`src/rtl/tft_buswr_funcmod_if.sv`:
```
// rtl/tft_buswr_funcmod_if.sv - call/done handshake between TFT controller and bus write engine
// Purpose: carries one write request from the TFT control module to the bus engine.
// Signals:
//   iCall  [2:0]  request: [2]=index+data, [1]=index only, [0]=data only
//   oDone         one-cycle completion pulse back to the controller
//   iAddr  [7:0]  register index
//   iData  [15:0] register or pixel data
// Modports: master = controller side, slave = bus engine side.
interface tft_buswr_funcmod_if;
  logic [2:0]  iCall;
  logic        oDone;
  logic [7:0]  iAddr;
  logic [15:0] iData;

  modport master (output iCall, output iAddr, output iData, input oDone);
  modport slave  (input iCall, input iAddr, input iData, output oDone);
endinterface

```
`src/rtl/tft_buswr_funcmod.sv`:
```
// rtl/tft_buswr_funcmod.sv - SSD1289 8080-style parallel bus write engine
// Purpose: turns controller calls into timed CS/RS/WR/DB strobes (index+data,
//          index-only or data-only writes) and pulses oDone when finished.
// Parameters: T_WRL / T_WRH = WR low / high time per phase in CLOCK cycles (1..255).
// Ports:
//   CLOCK   in   system clock, rising edge
//   RESET   in   synchronous active-high reset
//   bus     slave side of the call/done handshake (iCall, oDone, iAddr, iData)
//   TFT_CS  out  chip select, active low
//   TFT_RS  out  0 = index phase, 1 = data phase
//   TFT_WR  out  write strobe, active low (panel latches on rising edge)
//   TFT_RD  out  read strobe, tied high
//   TFT_DB  out  16-bit parallel data bus
module tft_buswr_funcmod #(
  parameter int T_WRL = 3,
  parameter int T_WRH = 3
) (
  input  logic                 CLOCK,
  input  logic                 RESET,
  tft_buswr_funcmod_if.slave   bus,
  output logic                 TFT_CS,
  output logic                 TFT_RS,
  output logic                 TFT_WR,
  output logic                 TFT_RD,
  output logic [15:0]          TFT_DB
);

  localparam logic [2:0] IDLE   = 3'd0;
  localparam logic [2:0] IDX_LO = 3'd1;
  localparam logic [2:0] IDX_HI = 3'd2;
  localparam logic [2:0] DAT_LO = 3'd3;
  localparam logic [2:0] DAT_HI = 3'd4;
  localparam logic [2:0] DONE   = 3'd5;

  localparam logic [7:0] LOAD_L = 8'(T_WRL - 1);
  localparam logic [7:0] LOAD_H = 8'(T_WRH - 1);

  logic [2:0]  state;
  logic [7:0]  count;
  // Only "is there a data phase after the index phase" matters once accepted.
  logic        twoPhase;
  logic [15:0] dataReg;

  assign TFT_RD = 1'b1;

  always_ff @(posedge CLOCK) begin
    if (RESET) begin
      state     <= IDLE;
      count     <= 8'd0;
      twoPhase  <= 1'b0;
      dataReg   <= 16'h0000;
      TFT_CS    <= 1'b1;
      TFT_RS    <= 1'b1;
      TFT_WR    <= 1'b1;
      TFT_DB    <= 16'h0000;
      bus.oDone <= 1'b0;
    end else begin
      case (state)
        IDLE: begin
          bus.oDone <= 1'b0;
          TFT_CS    <= 1'b1;
          TFT_WR    <= 1'b1;
          if (bus.iCall[2] || bus.iCall[1]) begin
            // Address goes straight onto DB; data is kept for a possible second phase.
            state    <= IDX_LO;
            twoPhase <= bus.iCall[2];
            dataReg  <= bus.iData;
            TFT_RS   <= 1'b0;
            TFT_DB   <= {8'h00, bus.iAddr};
            TFT_CS   <= 1'b0;
            TFT_WR   <= 1'b0;
            count    <= LOAD_L;
          end else if (bus.iCall[0]) begin
            state    <= DAT_LO;
            twoPhase <= 1'b0;
            dataReg  <= bus.iData;
            TFT_RS   <= 1'b1;
            TFT_DB   <= bus.iData;
            TFT_CS   <= 1'b0;
            TFT_WR   <= 1'b0;
            count    <= LOAD_L;
          end
        end
        IDX_LO: begin
          if (count == 8'd0) begin
            state  <= IDX_HI;
            TFT_WR <= 1'b1;
            count  <= LOAD_H;
          end else begin
            count <= count - 8'd1;
          end
        end
        IDX_HI: begin
          if (count == 8'd0) begin
            if (twoPhase) begin
              // CS stays low: the data phase follows the index phase directly.
              state  <= DAT_LO;
              TFT_RS <= 1'b1;
              TFT_DB <= dataReg;
              TFT_WR <= 1'b0;
              count  <= LOAD_L;
            end else begin
              state     <= DONE;
              TFT_CS    <= 1'b1;
              bus.oDone <= 1'b1;
            end
          end else begin
            count <= count - 8'd1;
          end
        end
        DAT_LO: begin
          if (count == 8'd0) begin
            state  <= DAT_HI;
            TFT_WR <= 1'b1;
            count  <= LOAD_H;
          end else begin
            count <= count - 8'd1;
          end
        end
        DAT_HI: begin
          if (count == 8'd0) begin
            state     <= DONE;
            TFT_CS    <= 1'b1;
            bus.oDone <= 1'b1;
          end else begin
            count <= count - 8'd1;
          end
        end
        DONE: begin
          // RS/DB keep their last values; oDone lasts exactly this one cycle.
          state     <= IDLE;
          bus.oDone <= 1'b0;
          TFT_CS    <= 1'b1;
        end
        default: begin
          state     <= IDLE;
          bus.oDone <= 1'b0;
          TFT_CS    <= 1'b1;
          TFT_WR    <= 1'b1;
        end
      endcase
    end
  end

endmodule

```
`src/flat_wrapper.sv`:
```
// flat-port wrapper written by rule: the top's interface ports become plain ports
module tft_buswr_funcmod_flat 
#(
  parameter int T_WRL = 3,
  parameter int T_WRH = 3
)
  (CLOCK, RESET, TFT_CS, TFT_RS, TFT_WR, TFT_RD, TFT_DB, bus_iCall, bus_iAddr, bus_iData, bus_oDone);
  tft_buswr_funcmod_if bus_i ();
  input  logic CLOCK;
  input  logic RESET;
  output logic TFT_CS;
  output logic TFT_RS;
  output logic TFT_WR;
  output logic TFT_RD;
  output logic [15:0] TFT_DB;
  input wire logic [$bits(bus_i.iCall)-1:0] bus_iCall;
  input wire logic [$bits(bus_i.iAddr)-1:0] bus_iAddr;
  input wire logic [$bits(bus_i.iData)-1:0] bus_iData;
  output wire logic [$bits(bus_i.oDone)-1:0] bus_oDone;
  assign bus_i.iCall = bus_iCall;
  assign bus_i.iAddr = bus_iAddr;
  assign bus_i.iData = bus_iData;
  assign bus_oDone = bus_i.oDone;
  tft_buswr_funcmod #(.T_WRL(T_WRL), .T_WRH(T_WRH)) u_core (.CLOCK(CLOCK), .RESET(RESET), .bus(bus_i), .TFT_CS(TFT_CS), .TFT_RS(TFT_RS), .TFT_WR(TFT_WR), .TFT_RD(TFT_RD), .TFT_DB(TFT_DB));
endmodule
```
`config.mk`:
```
export PLATFORM = sky130hd
export DESIGN_NAME = tft_buswr_funcmod_flat
export DESIGN_NICKNAME = d
export VERILOG_FILES = /design/src/rtl/tft_buswr_funcmod_if.sv /design/src/rtl/tft_buswr_funcmod.sv /design/src/flat_wrapper.sv
export SDC_FILE = /design/constraint.sdc
export NUM_CORES = 1
export LEC_CHECK = 0
export BUFFER_PORTS_ARGS = -buffer_cell sky130_fd_sc_hd__buf_2
export CORE_ASPECT_RATIO = 0.5
export CORE_MARGIN = 2
export CORE_UTILIZATION = 40
export CTS_CLUSTER_DIAMETER = 30
export CTS_CLUSTER_SIZE = 30
export DETAILED_ROUTE_END_ITERATION = 10
export HOLD_SLACK_MARGIN = 0.03
export PLACE_DENSITY = 0.58
export SLEW_MARGIN = 40
export SYNTH_ARGS = -nofsm -noshare
export SYNTH_HDL_FRONTEND = slang
export SYNTH_SLANG_ARGS = --single-unit
export TNS_END_PERCENT = 50
```
`constraint.sdc`:
```
create_clock -name CLOCK -period 2.62 [get_ports CLOCK]
set_clock_uncertainty 0.15 [all_clocks]
set_input_delay 0.524 -clock CLOCK [delete_from_list [all_inputs] [get_ports CLOCK]]
set_output_delay 0.524 -clock CLOCK [all_outputs]
set_load 0.01 [all_outputs]
```
; ---- Yosys cells after proc, flatten, opt, wreduce, memory -nomap -nowiden
; Index checks and enable logic that the tools add are counted.
; W data, S select, Z words.
[word_totals]
output_inout_bits = 21
register_bits = 48
input_bits = 29
[classes]
addsub = 1
mux = 38
n_eq_ne = 15
n_reduce_logical = 14
n_bitwise = 2
[ops]
columns = operator, count
row1 = $mux W16, 5
row2 = $mux W8, 6
row3 = $pmux W16 S2, 1
row4 = $pmux W8 S4, 1
row5 = $mux W3, 7
row6 = $reduce_and A4 Y1, 4
row7 = $pmux W3 S5, 1
row8 = $mux W1, 13
row9 = $ne A2 B1 Y1 const B, 6
row10 = $logic_not A8 Y1, 1
row11 = $pmux W1 S4, 2
row12 = $sub A8 B1 Y8 const B, 1
row13 = $eq A3 B2 Y1 const B, 2
row14 = $eq A3 B3 Y1 const B, 2
row15 = $ne A3 B2 Y1 const B, 2
row16 = $reduce_and A5 Y1, 1
row17 = $ne A2 B2 Y1 const B, 2
row18 = $reduce_bool A2 Y1, 2
row19 = $reduce_bool A4 Y1, 1
row20 = $reduce_or A2 Y1, 2
row21 = $eq A3 B1 Y1 const B, 1
row22 = $logic_not A3 Y1, 1
row23 = $pmux W1 S3, 1
row24 = $not A1 Y1, 2
row25 = other kinds (3), 3

; ---- Longest topological paths before layout
; Gate-level depths: netlist of the first run.
[depth]
ltp_word = 4
depth_mapped = 9
depth_no_buf = 6

; ---- Worst setup path after synthesis of the first run
; OpenSTA, ideal clock, no wires.
[synth_timing]
path_kind = register -> register
startpoint = register u_core.count[0]
endpoint = register u_core.TFT_DB[0]
arrival_time_ns = 2.114
path_slack_ns = 0.284
required_ns = 2.398
stages_incl_launch_ff = 10
n_path_buf = 3
setup_ns = 0.072
cell_sequence = dfxtp_1 inv_1 ha_1 or3b_2 clkbuf_1 o31ai_4 and3_1 buf_6 buf_12 mux2i_1
[synth_between]
elab_chain_len = 3
[synth_rtl]
columns = item, line_no
row1 = from (decl), tft_buswr_funcmod.sv:39  ; logic [7:0] count;
row2 = from (signal assigned), tft_buswr_funcmod.sv:90  ; count <= count - 8'd1;
row3 = from (signal assigned), tft_buswr_funcmod.sv:108  ; count <= count - 8'd1;
row4 = from (signal assigned), tft_buswr_funcmod.sv:117  ; count <= count - 8'd1;
row5 = $logic_not A8 Y1, tft_buswr_funcmod.sv:94  ; if (count == 8'd0) begin
row6 = $ne A2 B1 Y1 (no line), n/a
row7 = $reduce_and A4 Y1 (no line), n/a
row8 = to (signal assigned), tft_buswr_funcmod.sv:69  ; TFT_DB <= {8'h00, bus.iAddr};
row9 = to (signal assigned), tft_buswr_funcmod.sv:78  ; TFT_DB <= bus.iData;
row10 = to (signal assigned), tft_buswr_funcmod.sv:99  ; TFT_DB <= dataReg;
row11 = to (decl), tft_buswr_funcmod.sv:25  ; output logic [15:0] TFT_DB
; Every way passes these cells.
; A chain may end at the register's enable or synchronous reset.

; ---- Final worst setup path of the first run
[layout_timing]
startpoint = register u_core.count[0]
endpoint = register u_core.count[6]
[layout_between]
elab_chain_len = 3
elab_cells_between_ends = 9
classes_between = add/sub (1) / eq/ne (2) / mux (4) / reduce/logical (2)
[layout_rtl]
columns = item, line_no
row1 = $sub A8 B1 Y8 or $logic_not A8 Y1 (tied branches), n/a
row2 = $mux W8 (tied with other cells), tft_buswr_funcmod.sv:121  ; if (count == 8'd0) begin
row3 = $pmux W8 S4 or $reduce_and A4 Y1 (tied branches), n/a
; Several ways; a longest one is shown, not always the timed one. The select of a mux whose other input is x is not followed.

==> results.toml, run 1 <==
[power]
power.switching_mw = 1.678
p_int_mw = 2.219
pwr-share-comb_pct = 50.9
powerDensity_nw_per_um2 = 1293
clkPwrFrac_pct = 16.8
cellLeakagePower_nw = 1.213
power_frac_seq_pct = 32.3
netSwitchingFraction_pct = 43.07
vdd.ir_drop.worst_uv = 378.9

[synth]
async_flop_share_pct = 0
yosys_warnings = 0
synth_ff_type = "dfxtp_1"
syn_area_per_cell_um2 = 7.945
synth.distinct_cells = 50
synthCells = 323
synth_edf_count = 0
syn_area_um2 = 2566
synth.net_count = 354
synth-seq-cells = 48
ys_seq_area_share_pct = 37.45

[clock_network]
ctsHoldBuffers = 0
root_buffer = "clkbuf_16"
cts_resized = 0
cts_tree = "done"
path_clk_slew_ns = 0.06
cts_buffers = 5
clock_latency_ns = 0.29
cts_setup_buffers = 0
h-tree-depth = 2
cts_buffer_depth = 2
cts_sinks = 48

[drt]
avgViaCountPerCell = 5.644
routed_wl_um = 6929
routed-wl-met2_um = 3171
route.detailed.drc = 0
vias = 2540
drt-pass1-iter-count = 4
met3_length_um = 364
wl_met1_um = 3331
drt_iter0_markers = 202
top_layer = "met4"
ant_nets = 0
wl_per_cell_um = 15.40

[floorplan]
initial_utilization_pct = 41.86
die_w_um = 117.3
design.core.area_um2 = 6131
io_pins = 50
die_area_um2 = 7111
row_count = 20
die_h_um = 60.64

[cells_and_area]
utilization_pct = 49.16
syn_to_final_growth_pct = 17.45
multi_input_area_um2 = 1409
n_antenna_cell = 0
finalNetCount = 393
final.fill_count = 612
seqCellArea_um2 = 960.9
drive_gt1_share_pct = 20.72

[sta]
max_freq_ghz = 0.4156
fin_hold_ws_ns = 0.3052
slew_viol_final = 0
setup_viol = 0
rsz0062_at_grt = "no"
maxSlewHeadroom_pct = 49.68
fin_crit_ns = 2.406
period_share_pct = 91.84
tightest_slew_ns = 0.7548
finalHoldViolations = 0
tns_ns = 0

[critical_path]
worstPathMaxFanout = 10
crit_arrival_ns = 2.45
cp.required_ns = 2.66
worstSetupPathType = "reg2reg"
endpoint_kind = "flip-flop"
slowest_stage = "a21oi_1"
cp-start-kind = "flip-flop"
crit_chain = "inv_1, ha_1, nor3b_1, buf_4, a21oi_1, o2111ai_1, a221oi_1"
critPathMaxStageDelay_ns = 0.61

[place]
hpwl_um = 4829
port_buffers = 48
gp_congestion = 0.8180

[global_routing]
grt_usage_pct = 20.98
grt_max_degree = 25
grt_pass1_vias = 2296
gr-total-overflow = 0
antenna_found_initial = 0
grt_pass1_wl_um = 11360

[outcome]
outcome = "complete, no violations"

[job]
maxCapViolations = 0

[worst_hold_path]
hp-class = "reg2reg"
## cell usage after synthesis, types with 2 or more instances
cell / number / area share [%]
nand2_1: 53 / 7.8
nor3b_1: 2 / 0.58
a221oi_1: 3 / 1.0
mux2i_1: 8 / 3.1
o211a_1: 2 / 0.78
inv_1: 14 / 2.0
o2111ai_1: 6 / 2.0
buf_6: 2 / 0.88
a2111oi_0: 2 / 0.68
nor2b_1: 4 / 0.97
a21oi_1: 26 / 5.1
clkbuf_1: 22 / 3.2
ha_1: 2 / 0.97
or3b_2: 2 / 0.68
o311ai_0: 8 / 2.7
buf_2: 2 / 0.39
a211oi_1: 2 / 0.58
nand3_1: 8 / 1.6
o21ai_1: 2 / 0.39
or2_2: 2 / 0.49
nor3_1: 6 / 1.2
o211ai_1: 11 / 3.2
nor2_1: 16 / 2.3
or3_1: 3 / 0.73
a31oi_1: 12 / 2.9
o21ai_0: 19 / 3.7
and2_1: 2 / 0.49
dfxtp_1: 48 / 37
a311oi_1: 9 / 3.1
nor4b_1: 3 / 1.0
o21a_1: 3 / 0.88
## per-layer routing
layer | track usage [%] | up-vias
met4 | 4.874 | 0
met5 | 0 | -
li1 | - | 1264
met3 | 5.295 | 7
met2 | 33.42 | 63
met1 | 29.09 | 1206
## sequential cells by signal, indices dropped and copies added (netlist names)
| register | flops |
|---|---|
| u_core.count | 8 |
| u_core.TFT_DB | 16 |
| u_core.dataReg | 16 |
| u_core.state | 3 |
| u_core.twoPhase | 1 |
| u_core.TFT_WR | 1 |
| u_core.TFT_RS | 1 |
| u_core.bus.oDone | 1 |
| u_core.TFT_CS | 1 |
## cells in the final DEF (no fill, tap or decap), types with 5 or more instances in the layout
master	instances
a21oi_1	26
a311oi_1	9
a31oi_1	12
buf_2	48
buf_4	12
clkbuf_16	5
dfxtp_1	48
inv_1	14
mux2i_1	8
nand2_1	53
nand3_1	8
nor2_1	15
nor3_1	6
o2111ai_1	6
o211ai_1	11
o21ai_0	19
o311ai_0	8
## final timing paths
check	slack [ns]	start	cells after the start	end
min reg2reg	0.31	u_core.TFT_DB[7]$_SDFFE_PP0P_	2	u_core.TFT_DB[7]$_SDFFE_PP0P_
max reg2reg	0.21	u_core.count[0]$_SDFFE_PP0P_	7	u_core.count[6]$_SDFFE_PP0P_
min	0.31	u_core.TFT_DB[7]$_SDFFE_PP0P_	2	u_core.TFT_DB[7]$_SDFFE_PP0P_
max	0.21	u_core.count[0]$_SDFFE_PP0P_	7	u_core.count[6]$_SDFFE_PP0P_
## power groups by stage
stage	logic (mW)	registers (mW)	clock network, mW
after floorplan	1.47	1.25	0
after global placement	1.95	1.26	0
after detailed placement	1.97	1.27	0
after CTS	1.98	1.26	0.669
after global routing	2.22	1.30	0.703
final	1.98	1.26	0.653
## final cells by class
class	count	area share, %
inverter	15	1.868
sequential	48	31.88
multi-input combinational	232	46.74
tap	88	3.653
clock inverter	1	0.2906
timing repair buffer	60	10.96
clock buffer	6	4.608
## worst max-delay path, delay by kind of cell (launching register included)
family | cells | cell delay (ns)
compound gates | 3 | 1.13
fa+ha+maj | 1 | 0.23
flops | 1 | 0.40
buf+inv | 2 | 0.26
simple gates | 1 | 0.14
## through the flow
| stage | cells | instance area [um^2] | total power [mW] | setup WS [ns] |
|---|---|---|---|---|
| 2_1_floorplan | 323 | 2566 | 2.718 | 0.2841 |
| 3_3_place_gp | 443 | 2864 | 3.218 | 0.2781 |
| 3_5_place_dp | 443 | 2867 | 3.243 | 0.2752 |
| 4_1_cts | 450 | 3014 | 3.908 | 0.2347 |
| 5_1_grt | 450 | 3014 | 4.224 | 0.06449 |
| 6_report | 450 | 3014 | 3.897 | 0.2139 |
## cell families after synthesis
| logic type | count (synthesis) | synth area share, % |
|---|---|---|
| flip-flops | 48 | 37.45 |
| AO/OA/AOI/OAI | 116 | 31.40 |
| adder cells (fa/ha/maj) | 2 | 0.9750 |
| buffers and inverters | 43 | 7.752 |
| other | 1 | 0.1461 |
| AND/OR/NAND/NOR | 105 | 19.16 |
| multiplexers | 8 | 3.121 |
No activity file was read; power rests on OpenSTA's default activity.
==> run 2: changes to the inputs <==
- REMOVE_ABC_BUFFERS: not set -> 1
==> results.toml, run 2 (synthesis results as in run 1) <==
[outcome]
outcome = "complete, no violations"

[clock_network]
h-tree-depth = 2
cts_resized = 0
path_clk_slew_ns = 0.06
cts_buffer_depth = 2
ctsHoldBuffers = 0
cts_sinks = 48
cts_tree = "done"
clock_latency_ns = 0.29
cts_buffers = 5
cts_setup_buffers = 0
root_buffer = "clkbuf_16"

[drt]
vias = 2521
ant_nets = 0
routed_wl_um = 7014
route.detailed.drc = 0
drt_iter0_markers = 144
wl_per_cell_um = 15.52
drt-pass1-iter-count = 4
avgViaCountPerCell = 5.577

[sta]
setup_viol = 0
max_freq_ghz = 0.4271
slew_viol_final = 0
tightest_slew_ns = 0.7300
tns_ns = 0
rsz0062_at_grt = "no"
period_share_pct = 89.36
maxSlewHeadroom_pct = 51.15
fin_crit_ns = 2.341
finalHoldViolations = 0

[global_routing]
antenna_found_initial = 0
grt_pass1_wl_um = 11780
grt_pass1_vias = 2487
gr-total-overflow = 0
grt_usage_pct = 21.29
grt_max_degree = 25

[cells_and_area]
layout_commonest_cell = "nand2_1"
multi_input_area_um2 = 1406
final.fill_count = 611
syn_to_final_growth_pct = 19.41
finalNetCount = 395
drive_gt1_share_pct = 20.88
utilization_pct = 49.98
seqCellArea_um2 = 960.9
reg.largest.list = "u_core.TFT_DB x16, u_core.dataReg x16, u_core.count x8"
n_antenna_cell = 0
final_cell_mix = "53 x nand2_1, 48 x buf_2, 48 x dfxtp_1"
fin_cells = 452

[power]
netSwitchingFraction_pct = 41.17
vdd.ir_drop.worst_uv = 366.8
power_frac_seq_pct = 31.6
pwr-share-comb_pct = 48.4
clkPwrFrac_pct = 20.0
p_int_mw = 2.388
power.switching_mw = 1.671
cellLeakagePower_nw = 1.239
powerDensity_nw_per_um2 = 1325
power_mw = 4.060

[job]
maxCapViolations = 0

[critical_path]
worstSetupPathType = "reg2reg"
worstPathMaxFanout = 10
cp.required_ns = 2.66
endpoint_kind = "flip-flop"
cp-start-kind = "flip-flop"
crit_arrival_ns = 2.39

[floorplan]
design.core.area_um2 = 6131
die_area_um2 = 7111
initial_utilization_pct = 41.86
die_h_um = 60.64
die_w_um = 117.3
io_pins = 50
row_count = 20

[place]
hpwl_um = 4738
port_buffers = 48
gp_congestion = 0.7772
placed_cells = 445

[worst_hold_path]
hp-class = "reg2reg"
==> run 2: routing by layer <==
metal | vias to the layer above | share of wire, % | GRT usage, %
li1 | 1267 | - | -
met1 | 1208 | 47 | 27.26
met2 | 40 | 48 | 36.95
met3 | 6 | 4.4 | 5.295
met4 | 0 | 0.81 | 5.042
met5 | - | 0 | 0
==> run 2: path summary, 6_finish.rpt <==
kind                                    from  slack [ns]  cells past startpoint                               to
min          u_core.dataReg[13]$_SDFFE_PP0P_        0.31                      2  u_core.dataReg[13]$_SDFFE_PP0P_
min reg2reg  u_core.dataReg[13]$_SDFFE_PP0P_        0.31                      2  u_core.dataReg[13]$_SDFFE_PP0P_
max             u_core.count[0]$_SDFFE_PP0P_        0.28                      7     u_core.count[6]$_SDFFE_PP0P_
max reg2reg     u_core.count[0]$_SDFFE_PP0P_        0.28                      7     u_core.count[6]$_SDFFE_PP0P_
==> run 2: through the flow <==
| step | area [um^2] | setup WS, ns | hold slack (ns) |
|---|---|---|---|
| CTS | 3064 | 0.2395 | 0.3073 |
| floorplan | 2424 | 0.1461 | 0.2804 |
| global placement | 2879 | 0.3992 | 0.2919 |
| finish | 3064 | 0.2789 | 0.3053 |
| detailed placement | 2879 | 0.2873 | 0.2984 |
| global route | 3064 | 0.04704 | 0.3214 |
==> run 2: critical path, cell delays in order (launching register included) <==
cell and delay (ns):
dfxtp_1 0.38, inv_1 0.10, ha_1 0.25, nor3b_1 0.15, buf_4 0.15, a21oi_1 0.58, o2111ai_1 0.18, a221oi_1 0.31
==> run 2: cell type report <==
cell class	instances	share of cell area (%)
well taps	88	3.593
flip-flops and latches	48	31.36
clock buffers	5	4.083
clock inverters	2	1.960
multi-input cells	232	45.90
inverters	15	1.837
repair buffers	62	11.27
==> run 2: power by group through the flow <==
stage / clock network (mW) / logic [mW] / registers (mW)
after floorplan: 0 / 1.25 / 1.31
after global placement: 0 / 1.91 / 1.29
after detailed placement: 0 / 1.96 / 1.30
after CTS: 0.829 / 1.97 / 1.28
after global routing: 0.872 / 2.18 / 1.33
final: 0.813 / 1.96 / 1.28
